===== src/rtl/hdv_stream_pkg.sv =====
`default_nettype none
// ============================================================================
// Module      : hdv_stream_pkg
// Description : Shared types and constants for the hypervector AXI4-Stream
//               transmit path. Provides the transmit FSM state encoding,
//               default geometry constants, and the FIFO pointer-width helper.
// Ports       : none (package)
// Revision    : 1.0 - initial release
// ============================================================================
package hdv_stream_pkg;

  // Transmit FSM encoding.
  typedef enum logic [1:0] {
    IDLE    = 2'd0,
    SEND    = 2'd1,
    BLOCKED = 2'd2
  } stream_state_e;

  localparam int unsigned c_DATA_W       = 32;
  localparam int unsigned c_DEPTH        = 16;
  localparam int unsigned c_WORDS_PER_HV = 32;
  localparam int unsigned c_STALL_LIMIT  = 1024;

  // Pointer width for a circular FIFO of 'depth' entries: the address bits
  // plus one wrap bit that tells full apart from empty.
  function automatic int unsigned ptr_width(input int unsigned depth);
    return $clog2(depth) + 1;
  endfunction

endpackage : hdv_stream_pkg
`default_nettype wire


===== src/rtl/hdv_sync_fifo.sv =====
`default_nettype none
// ============================================================================
// Module      : hdv_sync_fifo
// Description : Single-clock circular FIFO with wrap-bit pointers. The head
//               word is presented combinationally and stays put until popped.
// Ports       : clk        - clock, rising edge
//               rst_n      - asynchronous active-low reset
//               i_push     - write request (ignored when full)
//               i_data     - write data
//               i_pop      - read request (ignored when empty)
//               o_full     - no free entry
//               o_empty    - no stored entry
//               o_last_one - exactly one entry stored
//               o_head     - oldest stored word
// Revision    : 1.0 - initial release
// ============================================================================
module hdv_sync_fifo
  import hdv_stream_pkg::*;
#(
  parameter int unsigned DATA_W = c_DATA_W,
  parameter int unsigned DEPTH  = c_DEPTH
) (
  input  logic              clk,
  input  logic              rst_n,
  input  logic              i_push,
  input  logic [DATA_W-1:0] i_data,
  input  logic              i_pop,
  output logic              o_full,
  output logic              o_empty,
  output logic              o_last_one,
  output logic [DATA_W-1:0] o_head
);

  localparam int unsigned c_PW = ptr_width(DEPTH);
  localparam int unsigned c_AW = c_PW - 1;

  logic [DATA_W-1:0] r_mem [DEPTH];
  logic [c_PW-1:0]   r_wptr;
  logic [c_PW-1:0]   r_rptr;
  logic [c_PW-1:0]   w_count;
  logic              w_push;
  logic              w_pop;

  // Full: same slot, opposite lap. Empty: identical pointers.
  assign o_full     = (r_wptr[c_AW] != r_rptr[c_AW]) &&
                      (r_wptr[c_AW-1:0] == r_rptr[c_AW-1:0]);
  assign o_empty    = (r_wptr == r_rptr);
  assign w_count    = r_wptr - r_rptr;
  assign o_last_one = (w_count == c_PW'(1));

  // Full blocks a push even when a pop happens in the same cycle.
  assign w_push = i_push && !o_full;
  assign w_pop  = i_pop && !o_empty;

  assign o_head = r_mem[r_rptr[c_AW-1:0]];

  // Storage is cleared on reset so the head reads as zero out of reset.
  always_ff @(posedge clk or negedge rst_n) begin
    if (!rst_n) begin
      for (int i = 0; i < int'(DEPTH); i++) begin
        r_mem[i] <= '0;
      end
    end else if (w_push) begin
      r_mem[r_wptr[c_AW-1:0]] <= i_data;
    end
  end

  always_ff @(posedge clk or negedge rst_n) begin
    if (!rst_n) begin
      r_wptr <= '0;
      r_rptr <= '0;
    end else begin
      if (w_push) begin
        r_wptr <= r_wptr + c_PW'(1);
      end
      if (w_pop) begin
        r_rptr <= r_rptr + c_PW'(1);
      end
    end
  end

endmodule : hdv_sync_fifo
`default_nettype wire


===== src/rtl/hdv_axis_stream_source.sv =====
`default_nettype none
// ============================================================================
// Module      : hdv_axis_stream_source
// Description : AXI4-Stream transmitter feeding hypervector words to the HDC
//               engine. Buffers host words in a FIFO, frames them with TLAST
//               every WORDS_PER_HV words, counts completed hypervectors and
//               watches for prolonged backpressure with a sticky block flag.
// Ports       : ap_clk        - clock, rising edge
//               ap_rst_n      - asynchronous active-low reset
//               in_valid      - upstream word valid
//               in_ready      - FIFO not full
//               in_data       - upstream word
//               m_axis_tdata  - stream data (FIFO head)
//               m_axis_tvalid - stream valid (FIFO not empty)
//               m_axis_tready - engine ready
//               m_axis_tlast  - last word of the current hypervector
//               blk_clr       - pulse clearing block and the stall counter
//               block         - sticky backpressure-stall flag
//               hv_sent       - completed hypervector count, wraps at 2^16
// Revision    : 1.0 - initial release
// ============================================================================
module hdv_axis_stream_source
  import hdv_stream_pkg::*;
#(
  parameter int unsigned DATA_W       = c_DATA_W,
  parameter int unsigned DEPTH        = c_DEPTH,
  parameter int unsigned WORDS_PER_HV = c_WORDS_PER_HV,
  parameter int unsigned STALL_LIMIT  = c_STALL_LIMIT
) (
  input  logic              ap_clk,
  input  logic              ap_rst_n,
  input  logic              in_valid,
  output logic              in_ready,
  input  logic [DATA_W-1:0] in_data,
  output logic [DATA_W-1:0] m_axis_tdata,
  output logic              m_axis_tvalid,
  input  logic              m_axis_tready,
  output logic              m_axis_tlast,
  input  logic              blk_clr,
  output logic              block,
  output logic [15:0]       hv_sent
);

  // A single-word hypervector still needs a one-bit counter.
  localparam int unsigned c_WCW = (WORDS_PER_HV > 1) ? $clog2(WORDS_PER_HV) : 1;
  localparam int unsigned c_SCW = $clog2(STALL_LIMIT + 1);
  localparam logic [c_WCW-1:0] c_WLAST = c_WCW'(WORDS_PER_HV - 1);
  localparam logic [c_SCW-1:0] c_SLIM  = c_SCW'(STALL_LIMIT);

  logic              w_full;
  logic              w_empty;
  logic              w_last_one;
  logic              w_push;
  logic              w_pop;
  logic              w_drain;
  logic              w_stalled;
  logic              w_block_set;
  logic [c_SCW-1:0]  w_stall_nxt;
  logic [c_WCW-1:0]  r_wcnt;
  logic [c_SCW-1:0]  r_stall_cnt;
  logic              r_block;
  logic [15:0]       r_hv_sent;
  stream_state_e     r_state;
  stream_state_e     w_state_nxt;

  assign in_ready      = !w_full;
  assign m_axis_tvalid = !w_empty;
  assign w_push        = in_valid && in_ready;
  assign w_pop         = m_axis_tvalid && m_axis_tready;
  // The word being popped is the only one left and nothing refills the FIFO.
  assign w_drain       = w_pop && w_last_one && !w_push;

  hdv_sync_fifo #(
    .DATA_W (DATA_W),
    .DEPTH  (DEPTH)
  ) u_fifo (
    .clk        (ap_clk),
    .rst_n      (ap_rst_n),
    .i_push     (w_push),
    .i_data     (in_data),
    .i_pop      (w_pop),
    .o_full     (w_full),
    .o_empty    (w_empty),
    .o_last_one (w_last_one),
    .o_head     (m_axis_tdata)
  );

  // --------------------------------------------------------------------------
  // Hypervector framing
  // --------------------------------------------------------------------------
  assign m_axis_tlast = (r_wcnt == c_WLAST);
  assign hv_sent      = r_hv_sent;

  always_ff @(posedge ap_clk or negedge ap_rst_n) begin
    if (!ap_rst_n) begin
      r_wcnt    <= '0;
      r_hv_sent <= '0;
    end else if (w_pop) begin
      if (m_axis_tlast) begin
        r_wcnt    <= '0;
        r_hv_sent <= r_hv_sent + 16'd1;
      end else begin
        r_wcnt <= r_wcnt + c_WCW'(1);
      end
    end
  end

  // --------------------------------------------------------------------------
  // Stall watchdog
  // --------------------------------------------------------------------------
  assign w_stalled = m_axis_tvalid && !m_axis_tready;

  always_comb begin
    w_stall_nxt = r_stall_cnt;
    if (!w_stalled) begin
      w_stall_nxt = '0;
    end else if (r_stall_cnt != c_SLIM) begin
      w_stall_nxt = r_stall_cnt + c_SCW'(1);
    end
  end

  // Set on the edge that completes the limit-th consecutive stalled cycle.
  assign w_block_set = (w_stall_nxt == c_SLIM);
  assign block       = r_block;

  always_ff @(posedge ap_clk or negedge ap_rst_n) begin
    if (!ap_rst_n) begin
      r_stall_cnt <= '0;
      r_block     <= 1'b0;
    end else if (blk_clr) begin
      // Clear takes priority over a coincident set.
      r_stall_cnt <= '0;
      r_block     <= 1'b0;
    end else begin
      r_stall_cnt <= w_stall_nxt;
      if (w_block_set) begin
        r_block <= 1'b1;
      end
    end
  end

  // --------------------------------------------------------------------------
  // Transmit FSM
  // --------------------------------------------------------------------------
  always_ff @(posedge ap_clk or negedge ap_rst_n) begin
    if (!ap_rst_n) begin
      r_state <= IDLE;
    end else begin
      r_state <= w_state_nxt;
    end
  end

  always_comb begin
    w_state_nxt = r_state;
    case (r_state)
      IDLE: begin
        if (w_push) begin
          w_state_nxt = SEND;
        end
      end
      SEND: begin
        if (w_drain) begin
          w_state_nxt = IDLE;
        end else if (w_block_set && !blk_clr) begin
          w_state_nxt = BLOCKED;
        end
      end
      BLOCKED: begin
        if (w_drain) begin
          w_state_nxt = IDLE;
        end else if (w_pop) begin
          w_state_nxt = SEND;
        end
      end
      default: begin
        w_state_nxt = IDLE;
      end
    endcase
  end

endmodule : hdv_axis_stream_source
`default_nettype wire


===== config.mk =====
export PLATFORM = sky130hd
export DESIGN_NAME = hdv_axis_stream_source
export DESIGN_NICKNAME = d
export VERILOG_FILES = /design/src/rtl/hdv_stream_pkg.sv /design/src/rtl/hdv_sync_fifo.sv /design/src/rtl/hdv_axis_stream_source.sv
export SDC_FILE = /design/constraint.sdc
export NUM_CORES = 1
export LEC_CHECK = 0
export BUFFER_PORTS_ARGS = -buffer_cell sky130_fd_sc_hd__buf_2
export CAP_MARGIN = 20
export CORE_MARGIN = 2
export CORE_UTILIZATION = 60
export CTS_CLUSTER_DIAMETER = 40
export DETAILED_ROUTE_END_ITERATION = 8
export PLACE_DENSITY = 0.81
export SLEW_MARGIN = 10
export SYNTH_ARGS = -nofsm -noshare
export SYNTH_HDL_FRONTEND = slang
export SYNTH_SLANG_ARGS = --single-unit
export TNS_END_PERCENT = 50

===== constraint.sdc =====
create_clock -name ap_clk -period 3.6 [get_ports ap_clk]
set_input_delay 0.72 -clock ap_clk [delete_from_list [all_inputs] [get_ports ap_clk]]
set_output_delay 0.72 -clock ap_clk [all_outputs]
set_load 0.01 [all_outputs]

==> metrics.txt, run 1 <==
status finished, final reports clean; HP Class in -> async; crit path capture type output pin; Initial Util 0.609; CP required between 2 and 3 ns; Routed Antenna Nets 0; Worst Setup Start Kind register; Max VDD drop about 500 uV; largest net degree at the start of global routing 107; syn_nets around 1600; WL per Instance 25.3 um; Critical Path Start u_fifo.r_rptr[0]; slowest library cell on the worst path mux4_2; EDFF count, synth 0; worst-path fanout max 19; Pins Over Slew Limit 0; commonest non-fill, non-tap cells in the layout dfrtp_1, mux2_2, mux4_2; CTS tree yes; Pleak ~13 nW; R2R Path Start u_fifo.r_rptr[0]; vias per cell between 6 and 7; Slew @ Worst Pin roughly 0.95 ns; CTS resizes 0; DRC 0; Mapped Cells 1543; die width approximately 210 um; Worst-path clk slew about 0.050 ns; unique cell type count in the Yosys netlist 43; Ports between 80 and 90; Vias around 14000; fmax 0.288 GHz; flops & latches, synth between 500 and 600; Die Footprint 0.0443 mm^2; worst rel slew slack 0.366; Num CTS Buffers between 70 and 80; CTS H-tree depth 3; part of the cycle the worst path needs 0.964; gpl congestion around 0.82; RSZ-0062 raised after global routing false; Synth Warn # 0; Buf+Inv Stages, Crit Path 2; 1st-iter DRT viols 1042; Final Setup Violations 0; commonest non-fill, non-tap cell in the layout dfrtp_1; root buf cell clkbuf_16; Async SR Flop Fraction 1.00; critical-path cell list buf_4 > mux4_2 > mux4_2 > buf_2; Syn Area/Cell around 17 um^2; PwrDens roughly 970 mW/mm^2; Max-Cap Viols 0; DP Worst Slack between 0.6 and 0.7 ns; first-pass GRT wire length about 90000 um; post-synth top area cell dfrtp_1; crit-path max cell delay 0.57 ns; Largest delay share family, worst path multiplexers; initial antenna violation count 2; area post-placement between 0.02 and 0.03 mm^2; P&R area growth vs syn 13.7%; Period minus WS final roughly 3.5 ns; core region area ~0.042 mm^2; setup ws final between 0.1 and 0.15 ns; global route overflow 0; vias in the first global route approximately 15000; post-synthesis sequential area ratio 0.544; post-CTS setup buffer count 0; Routed WL roughly 56000 um; Yosys top cell area share 0.544; Hold Buf Count CTS 0; reg2reg setup slack about 0.79 ns; DRT Pass-1 Iters 7; arrival time at the worst endpoint 2.75 ns; fin area 0.0290 mm^2; synthesized area 0.0256 mm^2; IO buf count between 80 and 90; Setup CP Type reg -> out; Synth Flop Type dfrtp_1; Layout Nets between 1500 and 2000; Setup Skew 0.0241 ns; final setup TNS 0 ns; Clk Latency, worst-skew pair 0.59 ns; GRT Overall Usage 0.268; ranking of synthesized cells by area dfrtp_1, mux2_2, mux4_2, mux2_4, mux2_1; share of layout cells above drive strength 1 0.536; post-detail-place hpwl roughly 32000 um; most frequent CP cell mux4_2; final-report hold violation count 0; CTS Buffer Depth 3; num rows 75; number of clock sinks approximately 560; Die H between 200 and 250 um
[kinds of logic (layout without fill, tap and decap cells)]
group                    Yosys count  count (layout)  share of synthesized area
buffers and inverters            137             279                     0.0287
flip-flops                       555             555                      0.544
multiplexers                     673             673                      0.376
AO/OA/AOI/OAI                     21              21                    0.00558
XOR/XNOR                          39              39                     0.0134
other                              0               1                          0
AND/OR/NAND/NOR                  108             108                     0.0280
adder cells (fa/ha/maj)           10              10                    0.00490
[power by group]
group          leakage (nW)  total [mW]  internal [mW]  switching, mW
Clock                  1.19        7.19           4.37           2.82
Sequential             6.90        10.6           9.09           1.49
Combinational          4.97        10.3           6.11           4.17
Total                  13.1        28.0           19.6           8.48
[through the flow]
step	std cells	hold slack, ns	utilization	power [mW]
2_1_floorplan	1543	0.424	-	18.0
3_3_place_gp	2095	0.462	0.634	20.4
3_5_place_dp	2095	0.475	0.634	20.9
4_1_cts	2224	0.240	0.692	28.2
5_1_grt	2224	0.286	0.692	29.4
6_report	2225	0.189	0.692	28.0
[worst paths after layout]
path / end / cells past startpoint
setup / recovery: m_axis_tdata[29] / 4
hold / removal: r_stall_cnt[10] / 1
setup reg to reg: u_fifo.r_mem[457] / 6
hold reg to reg: hv_sent[15] / 1
max in group asynchronous: u_fifo.r_mem[243] / 3
min in group ap_clk: block / 3
[registers in the layout (all words and copies together), names as in the netlist]
name / cells
r_wcnt: 5
hv_sent: 16
block: 1
u_fifo.r_wptr: 5
r_stall_cnt: 11
u_fifo.r_rptr: 5
u_fifo.r_mem: 512
[synth_stat cells, types with 10 or more instances]
cell,n
xnor2_1,26
mux2_1,59
nand3_1,11
buf_2,29
mux2_4,60
xor2_1,13
nor2_1,15
mux2_2,394
nand2_1,27
buf_4,21
clkbuf_1,60
nand4_1,11
ha_1,10
dfrtp_1,555
mux4_2,160
buf_6,14
[area by class of cell]
class	instances	area (um^2)
Inverter	8	30.0
Clock buffer	86	1990
Antenna cell	1	2.50
Timing Repair Buffer	142	1070
Fill cell	2708	12900
Sequential cell	555	13900
Tap cell	539	674
Clock inverter	43	450
Multi-Input combinational cell	851	10900
[metal layers]
layer | vias up | GRT usage | part of all wire
li1 | 5976 | - | -
met1 | 7692 | 0.379 | 0.43
met2 | 316 | 0.438 | 0.50
met3 | 91 | 0.0447 | 0.042
met4 | 0 | 0.0726 | 0.023
met5 | - | 0 | 0
Note: power is estimated with default switching activity, not from simulation.
==> inputs of run 2 (changes only) <==
- CORE_UTILIZATION: 60 -> 45
- PLACE_DENSITY: 0.81 -> 0.65
- SETUP_SLACK_MARGIN: default -> 0.3
==> run 2 against run 1 <==
First-iteration DRC count down 12%. Combinational power up 8%. Critical path depth up 1. Routed wire length up 5.8%. Sequential cell count unchanged. Global-route usage down 6.0 points. Register-to-register slack worse by 0.22 ns. Sequential share of layout area down 2.1 points. Clock skew up 0.00075 ns. Total power up 9.0%. Sequential power about the same. Cell area up 4.6%.
==> metrics.txt, run 2 (synthesis gave the netlist of run 1 again) <==
PwrDens 1010 mW/mm^2 (+4.1%); Ports 89 (unchanged); final-report hold violation count 0 (unchanged); Worst Setup Start Kind register; CTS H-tree depth 3 (unchanged); Die H 242 um (+15%); WL per Instance 24.1 um (-4.9%); Hold Buf Count CTS 0 (unchanged); commonest non-fill, non-tap cell in the layout dfrtp_1; largest net degree at the start of global routing 82 (-23%); 1st-iter DRT viols 916 (-12%); CTS Buffer Depth 3 (unchanged); status finished, final reports clean; Clk Latency, worst-skew pair 0.63 ns (+0.04 ns); Clock power frac 0.293 (+0.037); core region area 0.0563 mm^2 (+34%); Initial Util 0.454 (-0.155); post-route insts no fill 2476 (+11%); root buf cell clkbuf_16; Internal 21.5 mW (+9.6%); Buf+Inv Stages, Crit Path 3 (+1); RSZ-0062 raised after global routing true; setup ws final 0.179 ns (+0.0509 ns); Routed WL 59700 um (+5.8%); Pleak 13.5 nW (+3.5%); Switching Fraction 0.298 (-0.00420); sw power 9.12 mW (+7.5%); CTS tree yes; Placed Cells 2294 (+9.5%); critical-path cell list buf_12 > buf_16 > mux4_2 > mux4_2 > buf_2; Period minus WS final 3.42 ns (-0.0509 ns); vias in the first global route 15400 (+0.92%); Post-Route Utilization 0.540 (-0.152); Reg power frac 0.345 (-0.032); slowest library cell on the worst path mux4_2; vias per cell 5.65 (-11%); number of clock sinks 555 (unchanged); die width 242 um (+15%); IO buf count 88 (unchanged); reg2reg end u_fifo.r_mem[424]; global route overflow 0 (unchanged); area post-placement 0.0267 mm^2 (+0.52%); Largest delay share family, worst path multiplexers; num rows 87 (+16%); crit-path max cell delay 0.55 ns (-0.02 ns); first-pass GRT wire length 93400 um (+3.9%); share of layout cells above drive strength 1 0.545 (+0.00860); max reg flops 512 (unchanged); reg2reg setup slack 0.57 ns (-0.22 ns); Final Setup Violations 0 (unchanged); DRC 0 (unchanged); Setup Skew 0.0248 ns (+0.000751 ns); Die Footprint 0.0587 mm^2 (+33%); worst r2r path cells 7 (+1); fin area 0.0304 mm^2 (+4.6%); part of the cycle the worst path needs 0.950 (-0.0141); Slew @ Worst Pin 0.885 ns (-0.0657 ns); GRT Overall Usage 0.207 (-0.0604); gpl congestion 0.772 (-6.3%); Vias 14000 (-0.65%); Num CTS Buffers 89 (+20%); Comb pwr share 0.362 (-0.004); CP required 2.88 ns (about the same); Layout Nets 1693 (+0.83%); DP Worst Slack 0.644 ns (-0.0395 ns); initial antenna violation count 3 (+1); arrival time at the worst endpoint 2.70 ns (-0.05 ns); R2R Path Start u_fifo.r_rptr[0]; Max VDD drop 478 uV (-6.9%); Max-Cap Viols 0 (unchanged); Setup CP Type reg -> out; most frequent CP cell mux4_2; Routed Antenna Nets 0 (unchanged); fmax 0.292 GHz (+1.5%); total power after layout 30.6 mW (+9.0%); Worst-path clk slew 0.05 ns (about the same); P&R area growth vs syn 18.9%; WHS 0.155 ns (-0.0342 ns); HP Class in -> async; worst rel slew slack 0.407 (+0.0403); post-detail-place hpwl 31300 um (-2.9%); crit path capture type output pin; Biggest register u_fifo.r_mem; Pins Over Slew Limit 0 (unchanged); commonest non-fill, non-tap cells in the layout dfrtp_1, mux2_2, mux4_2; worst-path fanout max 6 (-13); final setup TNS 0 ns (unchanged); DRT Pass-1 Iters 5 (-2)
-- run 2: changes by cell type in the layout (fill, tap and decap cells not counted), sizes merged --
| cell | delta |
|---|---|
| clkinvlp | +10 |
| clkbuf | +18 |
| inv | +3 |
| buf | -4 |
| clkinv | -1 |
| bufinv | +8 |
-- run 2: worst max path at each step --
stage | endpoint | from | slack, ns | cells after the start
2_1_floorplan | m_axis_tdata[10] | u_fifo.r_rptr[0] | 0.79 | 4
3_3_place_gp | m_axis_tdata[19] | u_fifo.r_rptr[0] | 0.65 | 4
3_5_place_dp | m_axis_tdata[19] | u_fifo.r_rptr[0] | 0.64 | 4
4_1_cts | m_axis_tdata[19] | u_fifo.r_rptr[0] | 0.14 | 5
5_1_grt | m_axis_tdata[20] | u_fifo.r_rptr[0] | 0.11 | 5
6_report | m_axis_tdata[19] | u_fifo.r_rptr[0] | 0.18 | 5
-- run 2: power groups by stage --
stage | Clock, mW | Combinational (mW) | Sequential (mW)
floorplan | 0 | 8.00 | 10.0
global placement | 0 | 10.2 | 10.4
detailed placement | 0 | 10.4 | 10.6
CTS | 9.12 | 11.1 | 10.5
global route | 9.43 | 11.8 | 10.9
finish | 8.96 | 11.1 | 10.5
-- run 2: layout make-up --
class,instances,area (um^2)
multi-input combinational,851,10900
clock buffer,101,2360
clock inverter,63,810
timing repair buffer,141,1410
sequential,555,13900
tap,756,946
fill,4475,25900
inverter,8,30.0
antenna,1,2.50
-- run 2: what timing repair did --
item / in CTS / in global routing
endpoints found under the setup margin: 32 / 32
buffers inserted: 4 / 0
resized for setup: 24 / 3
gates cloned: 9 / 4
pin swaps: 0 / 0
-- run 2: routing by layer --
layer / vias to the layer above / wire (um) / track usage
li1: 6025 / - / -
met1: 7542 / 26800 / 0.284
met2: 298 / 29200 / 0.338
met3: 114 / 2370 / 0.0400
met4: 4 / 1350 / 0.0595
met5: - / 22 / 0
==> inputs of run 3 (changes only) <==
- RECOVER_POWER: default -> 50
==> run 3 against run 2 <==
The flow now finishes with violations (max-capacitance violations, max-slew violations). Sequential share of layout area grew 0.15 points. Sequential power about the same. Via count rose by 0.17%. Highest routed layer unchanged. Fmax down 0.22%. Critical path type unchanged. Global-route usage stayed put. Sequential cell count unchanged.
==> metrics.txt, run 3 (synthesis gave the netlist of run 1 again) <==
core region area 0.0563 mm^2 (unchanged); crit path capture type output pin; fmax 0.292 GHz (-0.22%); WHS 0.412 ns (+0.257 ns); Max VDD drop 477 uV (-0.13%); reg2reg setup slack 0.48 ns (-0.09 ns); vias in the first global route 15400 (unchanged); Setup CP Type reg -> out; Comb pwr share 0.362 (about the same); R2R Path Start u_fifo.r_rptr[0]; Internal 21.4 mW (about the same); final-report hold violation count 0 (unchanged); Clock power frac 0.293 (about the same); total power after layout 30.6 mW (about the same); slowest library cell on the worst path mux4_2; sw power 9.13 mW (about the same); Pleak 13.4 nW (-0.64%); DRT Pass-1 Iters 5 (unchanged); Setup Skew 0.0242 ns (-0.000622 ns); worst-path fanout max 6 (unchanged); CTS tree yes; die width 242 um (unchanged); CTS H-tree depth 3 (unchanged); commonest non-fill, non-tap cell in the layout dfrtp_1; Ports 89 (unchanged); final setup TNS 0 ns (unchanged); arrival time at the worst endpoint 2.71 ns (about the same); max reg flops 512 (unchanged); first-pass GRT wire length 93400 um (unchanged); GRT Overall Usage 0.207 (unchanged); 1st-iter DRT viols 881 (-3.8%); worst rel slew slack -0.552 (-0.959); Die Footprint 0.0587 mm^2 (unchanged); Max-Cap Viols 1 (+1); root buf cell clkbuf_16; number of clock sinks 555 (unchanged); Clk Latency, worst-skew pair 0.63 ns (about the same); Worst Setup Start Kind register; Initial Util 0.454 (unchanged); n_diodes 0 (-1); PwrDens 1010 mW/mm^2 (+0.29%); Layout Nets 1693 (unchanged); Final Setup Violations 0 (unchanged); post-detail-place hpwl 31300 um (unchanged); share of layout cells above drive strength 1 0.535 (-0.00989); IO buf count 88 (unchanged); global route overflow 0 (unchanged); Vias 14000 (+0.17%); vias per cell 5.66 (+0.21%); Die H 242 um (unchanged); Hold Path End block; WL per Instance 24.1 um (about the same); Routed WL 59600 um (about the same); crit-path max cell delay 0.55 ns (about the same); Worst-path clk slew 0.05 ns (about the same); status complete, but fails checks; initial antenna violation count 3 (unchanged); Pins Over Slew Limit 79 (+79); num rows 87 (unchanged); Reg power frac 0.345 (about the same); Switching Fraction 0.299 (+0.000334); reg2reg end u_fifo.r_mem[424]; hold_sp blk_clr; critical-path cell list buf_12 > buf_16 > mux4_2 > mux4_2 > buf_2; Num CTS Buffers 89 (unchanged); Slew @ Worst Pin 2.33 ns (+1.44 ns); CTS Buffer Depth 3 (unchanged); most frequent CP cell mux4_2; failing checks max-capacitance violations, max-slew violations; worst r2r path cells 7 (unchanged); Routed Antenna Nets 0 (unchanged); Period minus WS final 3.43 ns (+0.00747 ns); DRC 0 (unchanged); gpl congestion 0.772 (unchanged); commonest non-fill, non-tap cells in the layout dfrtp_1, mux2_2, mux4_2; RSZ-0062 raised after global routing true; part of the cycle the worst path needs 0.952 (+0.00208); CP required 2.88 ns (about the same); HP Class in -> reg; Hold Path Depth 3; largest net degree at the start of global routing 82 (unchanged); Biggest register u_fifo.r_mem; Hold Buf Count CTS 0 (unchanged); P&R area growth vs syn 18.6%
run 3: changes by cell type in the layout (fill, tap and decap cells not counted), moves of 3 or more:
cell,delta
buf_4,-8
buf_12,-3
buf_2,-11
clkbuf_2,+6
clkbuf_1,+16
run 3: worst max-delay path, delay by kind of cell (launching register included):
kind,cells,cell delay [ns]
mux,2,1.06
buf+inv,3,0.52
flops,1,0.51
run 3: final cells by class:
class / instances / area [um^2]
inverters: 8 / 30.0
flip-flops and latches: 555 / 13900
multi-input cells: 851 / 10900
well taps: 756 / 946
clock inverters: 63 / 810
clock buffers: 101 / 2360
repair buffers: 141 / 1320
fillers: 4487 / 26000
run 3: worst max-delay path by stage:
stage / startpoint / endpoint / cells past startpoint / slack, ns
after global routing: ap_rst_n / u_fifo.r_mem[357] / 2 / 0.08
final: u_fifo.r_rptr[0] / m_axis_tdata[19] / 5 / 0.17
after floorplan: u_fifo.r_rptr[0] / m_axis_tdata[10] / 4 / 0.79
after detailed placement: u_fifo.r_rptr[0] / m_axis_tdata[19] / 4 / 0.64
after CTS: u_fifo.r_rptr[0] / m_axis_tdata[19] / 5 / 0.14
after global placement: u_fifo.r_rptr[0] / m_axis_tdata[19] / 4 / 0.65
run 3: what timing repair did:
item                       4_1_cts  5_1_grt
gates resized for setup         24        3
cloned                           9        4
setup endpoints to repair       32       32
setup buffers                    4        0
run 3: layer usage:
layer  up-vias  GRT usage  share of wire
met1      7565      0.284           0.45
li1       6023          -              -
met4         4     0.0595          0.023
met3       116     0.0400          0.040
met5         -          0        0.00037
met2       299      0.338           0.49
run 3: power by group through the flow:
stage | registers (mW) | clock network (mW) | logic [mW]
floorplan | 10.0 | 0 | 8.00
global placement | 10.4 | 0 | 10.2
detailed placement | 10.6 | 0 | 10.4
CTS | 10.5 | 9.12 | 11.1
global route | 10.9 | 9.43 | 11.8
finish | 10.5 | 8.96 | 11.1
run 3: per-stage QoR:
stage / util / instances / setup slack, ns / instance area [um^2]
floorplan: - / 1543 / 0.786 / 25600
global placement: 0.475 / 2294 / 0.645 / 26700
detailed placement: 0.475 / 2294 / 0.644 / 26700
CTS: 0.538 / 2471 / 0.141 / 30300
global route: 0.538 / 2475 / 0.0822 / 30300
finish: 0.538 / 2475 / 0.172 / 30300
